===== src/rtl/dds_wave_gen.sv =====
// dds_wave_gen: multi-waveform DDS generator with a programmable FTW, phase offset,
// waveform select, pulse duty and amplitude scale.
// Latency: 3 cycles from the acc value and en to dac_out, out_valid and wrap_pulse.
// Backpressure: cfg_ready drops while a wrap-synchronous update is pending; the
// sample output has no backpressure.
//
// Ports:
//   clk, rst                  clock; asynchronous active-high reset
//   en                        advance the phase accumulator this cycle
//   cfg_valid / cfg_ready     config word handshake
//   cfg_ftw, cfg_poff         frequency tuning word, phase offset (ACC_W bits)
//   cfg_mode                  0 saw, 1 tri, 2 square, 3 pulse
//   cfg_duty                  pulse threshold (OUT_W bits)
//   cfg_amp                   amplitude scale; 2^AMP_W is unity gain, larger values clamp
//   cfg_sync                  1 = apply at the accumulator wrap, 0 = apply at once
//   dac_out                   DAC sample
//   out_valid                 sample came from an enabled accumulator step
//   wrap_pulse                sample is the first one after an accumulator wrap
// The parameters must satisfy OUT_W+1 <= ACC_W.
module dds_wave_gen #(
   parameter int ACC_W   = 16,
   parameter int OUT_W   = 10,
   parameter int AMP_W   = 8,
   parameter int FTW_RST = 1
) (
   input  logic             clk,
   input  logic             rst,
   input  logic             en,
   input  logic             cfg_valid,
   output logic             cfg_ready,
   input  logic [ACC_W-1:0] cfg_ftw,
   input  logic [ACC_W-1:0] cfg_poff,
   input  logic [1:0]       cfg_mode,
   input  logic [OUT_W-1:0] cfg_duty,
   input  logic [AMP_W:0]   cfg_amp,
   input  logic             cfg_sync,
   output logic [OUT_W-1:0] dac_out,
   output logic             out_valid,
   output logic             wrap_pulse
);

   typedef enum logic [1:0] {
      MODE_SAW    = 2'd0,
      MODE_TRI    = 2'd1,
      MODE_SQUARE = 2'd2,
      MODE_PULSE  = 2'd3
   } wave_mode_t;

   localparam logic [ACC_W-1:0] FTW_INIT  = ACC_W'(FTW_RST);
   localparam logic [AMP_W:0]   AMP_UNITY = {1'b1, {AMP_W{1'b0}}};
   localparam logic [OUT_W-1:0] DUTY_INIT = {1'b1, {(OUT_W-1){1'b0}}};
   localparam int               PROD_W    = OUT_W + AMP_W + 1;

   // Active configuration
   logic [ACC_W-1:0] ftw, poff;
   wave_mode_t       mode;
   logic [OUT_W-1:0] duty;
   logic [AMP_W:0]   amp;

   // Shadow configuration, waiting for the wrap when pending is set
   logic [ACC_W-1:0] sh_ftw, sh_poff;
   wave_mode_t       sh_mode;
   logic [OUT_W-1:0] sh_duty;
   logic [AMP_W:0]   sh_amp;
   logic             pending;

   logic [ACC_W-1:0] acc;
   logic [ACC_W:0]   acc_sum;
   logic             wrap;
   logic             wrap_r;   // wrap flag belonging to the value now held in acc
   logic             accept;
   logic             copy;

   assign acc_sum   = {1'b0, acc} + {1'b0, ftw};
   assign wrap      = en & acc_sum[ACC_W];
   assign cfg_ready = ~pending;
   assign accept    = cfg_valid & ~pending;
   // A zero FTW or a stopped accumulator would never wrap, so the pending
   // word is applied on the next edge in those cases.
   assign copy      = pending & (wrap | ~en | (ftw == '0));

   always_ff @(posedge clk or posedge rst) begin
      if (rst) begin
         acc    <= '0;
         wrap_r <= 1'b0;
      end else begin
         if (en) acc <= acc_sum[ACC_W-1:0];
         wrap_r <= wrap;
      end
   end

   always_ff @(posedge clk or posedge rst) begin
      if (rst) begin
         ftw     <= FTW_INIT;
         poff    <= '0;
         mode    <= MODE_SAW;
         duty    <= DUTY_INIT;
         amp     <= AMP_UNITY;
         sh_ftw  <= FTW_INIT;
         sh_poff <= '0;
         sh_mode <= MODE_SAW;
         sh_duty <= DUTY_INIT;
         sh_amp  <= AMP_UNITY;
         pending <= 1'b0;
      end else if (accept) begin
         sh_ftw  <= cfg_ftw;
         sh_poff <= cfg_poff;
         sh_mode <= wave_mode_t'(cfg_mode);
         sh_duty <= cfg_duty;
         sh_amp  <= cfg_amp;
         if (cfg_sync) begin
            pending <= 1'b1;
         end else begin
            ftw  <= cfg_ftw;
            poff <= cfg_poff;
            mode <= wave_mode_t'(cfg_mode);
            duty <= cfg_duty;
            amp  <= cfg_amp;
         end
      end else if (copy) begin
         // On a wrap edge the add above still uses the old FTW; the new one
         // governs the following add.
         ftw     <= sh_ftw;
         poff    <= sh_poff;
         mode    <= sh_mode;
         duty    <= sh_duty;
         amp     <= sh_amp;
         pending <= 1'b0;
      end
   end

   // S1: phase with offset
   logic [ACC_W-1:0] ph;
   logic             v1, w1;

   always_ff @(posedge clk or posedge rst) begin
      if (rst) begin
         ph <= '0;
         v1 <= 1'b0;
         w1 <= 1'b0;
      end else begin
         ph <= acc + poff;
         v1 <= en;
         w1 <= wrap_r;
      end
   end

   // S2: waveform shaping from the top OUT_W+1 phase bits
   logic [OUT_W:0]   s;
   logic             s_msb;
   logic [OUT_W-1:0] s_lo, s_top, wave_nx, wave;
   logic             v2, w2;

   assign s     = ph[ACC_W-1 -: OUT_W+1];
   assign s_msb = s[OUT_W];
   assign s_lo  = s[OUT_W-1:0];
   assign s_top = s[OUT_W:1];

   always_comb begin
      wave_nx = s_top;
      case (mode)
         MODE_SAW:    wave_nx = s_top;
         MODE_TRI:    wave_nx = s_msb ? ~s_lo : s_lo;
         MODE_SQUARE: wave_nx = {OUT_W{s_msb}};
         MODE_PULSE:  wave_nx = (s_top < duty) ? {OUT_W{1'b1}} : '0;
         default:     wave_nx = s_top;
      endcase
   end

   always_ff @(posedge clk or posedge rst) begin
      if (rst) begin
         wave <= '0;
         v2   <= 1'b0;
         w2   <= 1'b0;
      end else begin
         wave <= wave_nx;
         v2   <= v1;
         w2   <= w1;
      end
   end

   // S3: amplitude scaling; clamping amp to unity keeps the product within OUT_W bits
   logic [AMP_W:0]    amp_c;
   logic [PROD_W-1:0] prod;

   assign amp_c = (amp > AMP_UNITY) ? AMP_UNITY : amp;
   assign prod  = {{(AMP_W+1){1'b0}}, wave} * {{OUT_W{1'b0}}, amp_c};

   always_ff @(posedge clk or posedge rst) begin
      if (rst) begin
         dac_out    <= '0;
         out_valid  <= 1'b0;
         wrap_pulse <= 1'b0;
      end else begin
         dac_out    <= prod[AMP_W +: OUT_W];
         out_valid  <= v2;
         wrap_pulse <= w2;
      end
   end

endmodule


===== config.mk =====
export PLATFORM = sky130hd
export DESIGN_NAME = dds_wave_gen
export DESIGN_NICKNAME = d
export VERILOG_FILES = /design/src/rtl/dds_wave_gen.sv
export SDC_FILE = /design/constraint.sdc
export NUM_CORES = 1
export LEC_CHECK = 0
export BUFFER_PORTS_ARGS = -buffer_cell sky130_fd_sc_hd__buf_2
export CAP_MARGIN = 20
export CORE_MARGIN = 5
export CORE_UTILIZATION = 31
export DETAILED_ROUTE_END_ITERATION = 16
export PLACE_DENSITY_LB_ADDON = 0.08
export SKIP_CTS_REPAIR_TIMING = 1
export SYNTH_ARGS = -nofsm -noshare
export SYNTH_HDL_FRONTEND = slang
export SYNTH_SLANG_ARGS = --single-unit

===== constraint.sdc =====
create_clock -name clk -period 4.6 [get_ports clk]
set_input_delay 0.69 -clock clk [delete_from_list [all_inputs] [get_ports clk]]
set_output_delay 0.69 -clock clk [all_outputs]
set_load 0.05 [all_outputs]

Yosys cells after proc, flatten, opt, wreduce, memory -nomap -nowiden
Index checks and enable logic that the tools add are counted.
- word-level logic and storage cells: 67
- register bits after elaboration: 166
- $add $sub $neg: 2
- multiply operators: 1
- reductions and logical operators: 5
- eq/ne operators: 5
- muxes and demuxes: 22
- order comparisons: 2
- bitwise operators: 8
- operators by type and width (operator ; number):
    $mux W16 ; 6
    $mux W10 ; 5
    $pmux W10 S4 ; 1
    $mux W9 ; 4
    $mul A10 B9 Y18 ; 1
    $add A16 B16 Y17 ; 1
    $add A16 B16 Y16 ; 1
    $logic_not A16 Y1 ; 1
    $lt A10 B10 Y1 ; 1
    $not A10 Y10 ; 1
    $gt A9 B9 Y1 const B ; 1
    $mux W2 ; 3
    $eq A2 B2 Y1 const B ; 2
    $ne A2 B2 Y1 const B ; 2
    $reduce_and A2 Y1 ; 2
    $and A1 B1 Y1 ; 3
    $mux W1 ; 3
    $eq A2 B1 Y1 const B ; 1
    $logic_not A2 Y1 ; 1
    $not A1 Y1 ; 2
    $or A1 B1 Y1 ; 2
    $reduce_bool A2 Y1 ; 1

Logic depth before layout (Yosys ltp)
- depth in word-level cells: 7
- mapped depth: 21
- depth with buffers taken out: 19

Worst setup path before layout
Ideal clock, no wire load.
- path kind: reg-to-reg
- start point: register amp[8]
- end point: register dac_out[9]
- required time: 4.475 ns
- stages on the path, launching flop included: 20
- library setup time: 0.125 ns
- arrival time: 4.811 ns
- path slack: -0.336 ns
- buffers on the path: 2
- cells stage by stage: dfstp_2 > clkbuf_1 > clkbuf_1 > nand2_1 > fa_1 > fa_1 > inv_1 > fa_1 > inv_1 > fa_1 > inv_1 > ha_1 > o21ai_0 > o21ai_0 > o221a_2 > a41o_1 > nor2_1 > o21ai_0 > a21oi_1 > xnor2_1
- word-level cells in the longest chain between the ends: 3
- RTL lines (element ; line ; RTL):
    from (decl) ; 58 ; logic [AMP_W:0] amp;
    from (signal assigned) ; 118 ; amp <= cfg_amp;
    from (signal assigned) ; 127 ; amp <= sh_amp;
    $gt A9 B9 Y1 ; 186 ; assign amp_c = (amp > AMP_UNITY) ? AMP_UNITY : amp;
    $mux W9 * ; 186 ;
    $mul A10 B9 Y18 * ; 187 ; assign prod = {{(AMP_W+1){1'b0}}, wave} * {{OUT_W{1'b0}}, amp_c};
    net prod[17] ; 184 ; logic [PROD_W-1:0] prod;
    to (signal assigned) ; 195 ; dac_out <= prod[AMP_W +: OUT_W];
    to (decl) ; 37 ; output logic [OUT_W-1:0] dac_out,
Mark *: on every way through the listed nets, which the timed path passes. The rest lies on a longest branch.
A chain may end at the register's enable or synchronous reset.

Worst setup path after layout
Ends and elaborated chain as after synthesis.

==> results.cfg <==
[synthesis]
synth_area_per_cell_um2 = 11.6
yosys-top-cells-count = dfrtp_1 (155), inv_1 (93), ha_1 (72), mux2_2 (66), fa_1 (56)
ys_ff_latch = 161
async_flop_share = 1.00
synthTopCellsByArea = dfrtp_1 (38%), fa_1 (11%), ha_1 (8.9%)
ys_warn_count = 0
yosys.area.top_type = dfrtp_1
yosysMostFrequentCell = dfrtp_1
syn-num-nets = 1061
yosysTopAreaCellShare = 0.383
yosysUniqueCellTypes = 46
synth-main-ff-cell = dfrtp_1
syn_inst = 875
ys_seq_area_frac = 0.399
netlist_area_mm2 = 0.0101
synth_edf_count = 0

[sta]
final.min_clock_period_ns = 4.58
setup_tns_ns = 0
whs_ns = 0.345
fmax_ghz = 0.218
drv_slew = 0
worst_slew_pin_slew_ns = 0.856
setup_viol = 0
timing.slew.headroom = 0.429
rsz0062_at_grt = yes
skew_ns = 0.0122
hold_viol_final = 0
period_share = 0.996

[floorplan]
die_h_um = 191
dieArea_mm2 = 0.0363
die_w_um = 191
start_util = 0.312
coreArea_mm2 = 0.0324
pin_count = 71
rows = 66

[status]
status = complete, no violations

[setup_path]
critPathCaptureType = register
start_kind = register
cp_max_fo = 6
worstPathRequired_ns = 4.96
cp.arrival_ns = 4.93
critPathKind = reg -> reg

[routing]
drc_errors = 0
wl_met1_um = 11000
ant_nets = 0
wl_um = 22700
wl_per_cell_um = 15.9
drtIter0Drc = 208
dr_total_vias = 6313
wl_met2_um = 10900
drtPass1Iterations = 4
dr_wl_met3_um = 515
route.top_layer_used = met4
vias_per_cell = 4.42

[clocking]
cts_tree = built
clockRootBuffer = clkbuf_16
ctsLongestPathBuffers = 2
clkTransAtPathRegs_ns = 0.08
cts_made_buffers = 17
htreeDepth = 4
cts.sinks = 161
clock_insertion_delay_worst_skew_ns = 0.44

[global_route]
grt_usage = 0.132
grt-ovfl-total = 0
antenna_found_initial = 0
grt_pass1_vias = 6948
grt_pass1_wl_um = 37800
grt_max_degree = 111

[place]
io_buffer_count = 70
dpl.cell_count = 1391
gp_congestion = 0.781
hpwl_um = 16800

[final_layout]
antenna_cells = 0
layout-drive-gt1-share = 0.319
fin_nets = 1159
instances_no_fill = 1428
nFillCells = 3315
syn_to_final_growth_pct = 18.5

[worst_hold_path]
hold_class = reg -> reg

[flow_run]
cap_viol_max_count = 0
## placed cells by master, fill, tap and decap left out, types with 6 or more instances in the layout
cell / count
ha_1: 66
buf_4: 39
nand2b_1: 9
xnor2_1: 22
mux2_4: 50
o21ai_0: 27
inv_1: 88
dfstp_2: 6
nor2_1: 25
nor4_1: 6
nor2b_1: 20
clkbuf_16: 17
nand2_2: 13
mux2_2: 66
o211ai_1: 10
nor2b_4: 7
inv_6: 6
xor2_1: 13
buf_2: 70
nand2_1: 41
a21o_1: 12
a21oi_1: 35
and2_1: 44
dfrtp_1: 155
fa_1: 53
## registers in the layout (all words and copies together), names as in the netlist, 2 cells and up
signal / cells
wave: 10
ftw: 16
mode: 2
sh_ftw: 16
sh_duty: 10
duty: 10
sh_amp: 9
dac_out: 10
poff: 16
acc: 16
sh_mode: 2
ph: 11
amp: 9
sh_poff: 16
## critical path, cell delays in order (launching register included)
cell and delay [ns]:
dfstp_2 0.64, buf_6 0.18, nor2b_4 0.07, buf_4 0.15
and2_1 0.16, fa_1 0.46, fa_1 0.51, fa_1 0.52
inv_2 0.04, fa_1 0.52, inv_1 0.06, ha_4 0.21
a21oi_1 0.14, nor2b_1 0.06, a41o_1 0.25, nor2_4 0.16
o21ai_2 0.10, a21oi_2 0.15, xnor2_1 0.12
## cell type report
class | count | area, µm² | area share
Clock buffer | 18 | 429 | 0.0358
Sequential cell | 161 | 4040 | 0.337
Multi-Input combinational cell | 587 | 5760 | 0.481
Inverter | 93 | 353 | 0.0294
Timing Repair Buffer | 113 | 706 | 0.0589
Clock inverter | 14 | 144 | 0.0120
Tap cell | 442 | 553 | 0.0462
## per-stage QoR
stage / instance area, µm² / worst slack [ns] / util
after global routing: 12000 / -0.170 / 0.370
after global placement: 11200 / -0.297 / 0.346
after floorplan: 10100 / 0.00422 / -
after CTS: 11800 / -0.407 / 0.363
final: 12000 / 0.0206 / 0.370
after detailed placement: 11200 / -0.365 / 0.346
## final timing paths
check                       start         end  slack [ns]  cells after the start
setup / recovery           amp[8]  dac_out[9]        0.02                     18
hold reg to reg                v1          v2        0.34                      0
setup reg to reg           amp[8]  dac_out[9]        0.02                     18
hold / removal                 v1          v2        0.34                      0
max in group asynchronous     rst  dac_out[8]        3.63                      3
min in group asynchronous     rst   sh_amp[5]        0.42                      3
## cells by family (layout without fill, tap and decap cells)
group | after synthesis | count (layout) | share of synthesized area
flops | 161 | 161 | 0.399
mux | 118 | 118 | 0.150
buf+inv | 127 | 238 | 0.0508
xor+xnor | 35 | 35 | 0.0303
compound gates | 118 | 118 | 0.0736
fa+ha+maj | 128 | 128 | 0.200
simple gates | 188 | 188 | 0.0966
## metal layers
layer	track usage	vias up
met5	0	-
met4	0.0340	0
met3	0.0244	19
met2	0.220	64
met1	0.178	3112
li1	-	3118
Power is left out: the tool's default activity adds up to more than one toggle a clock period on the data nets, which glitch-free logic cannot reach.
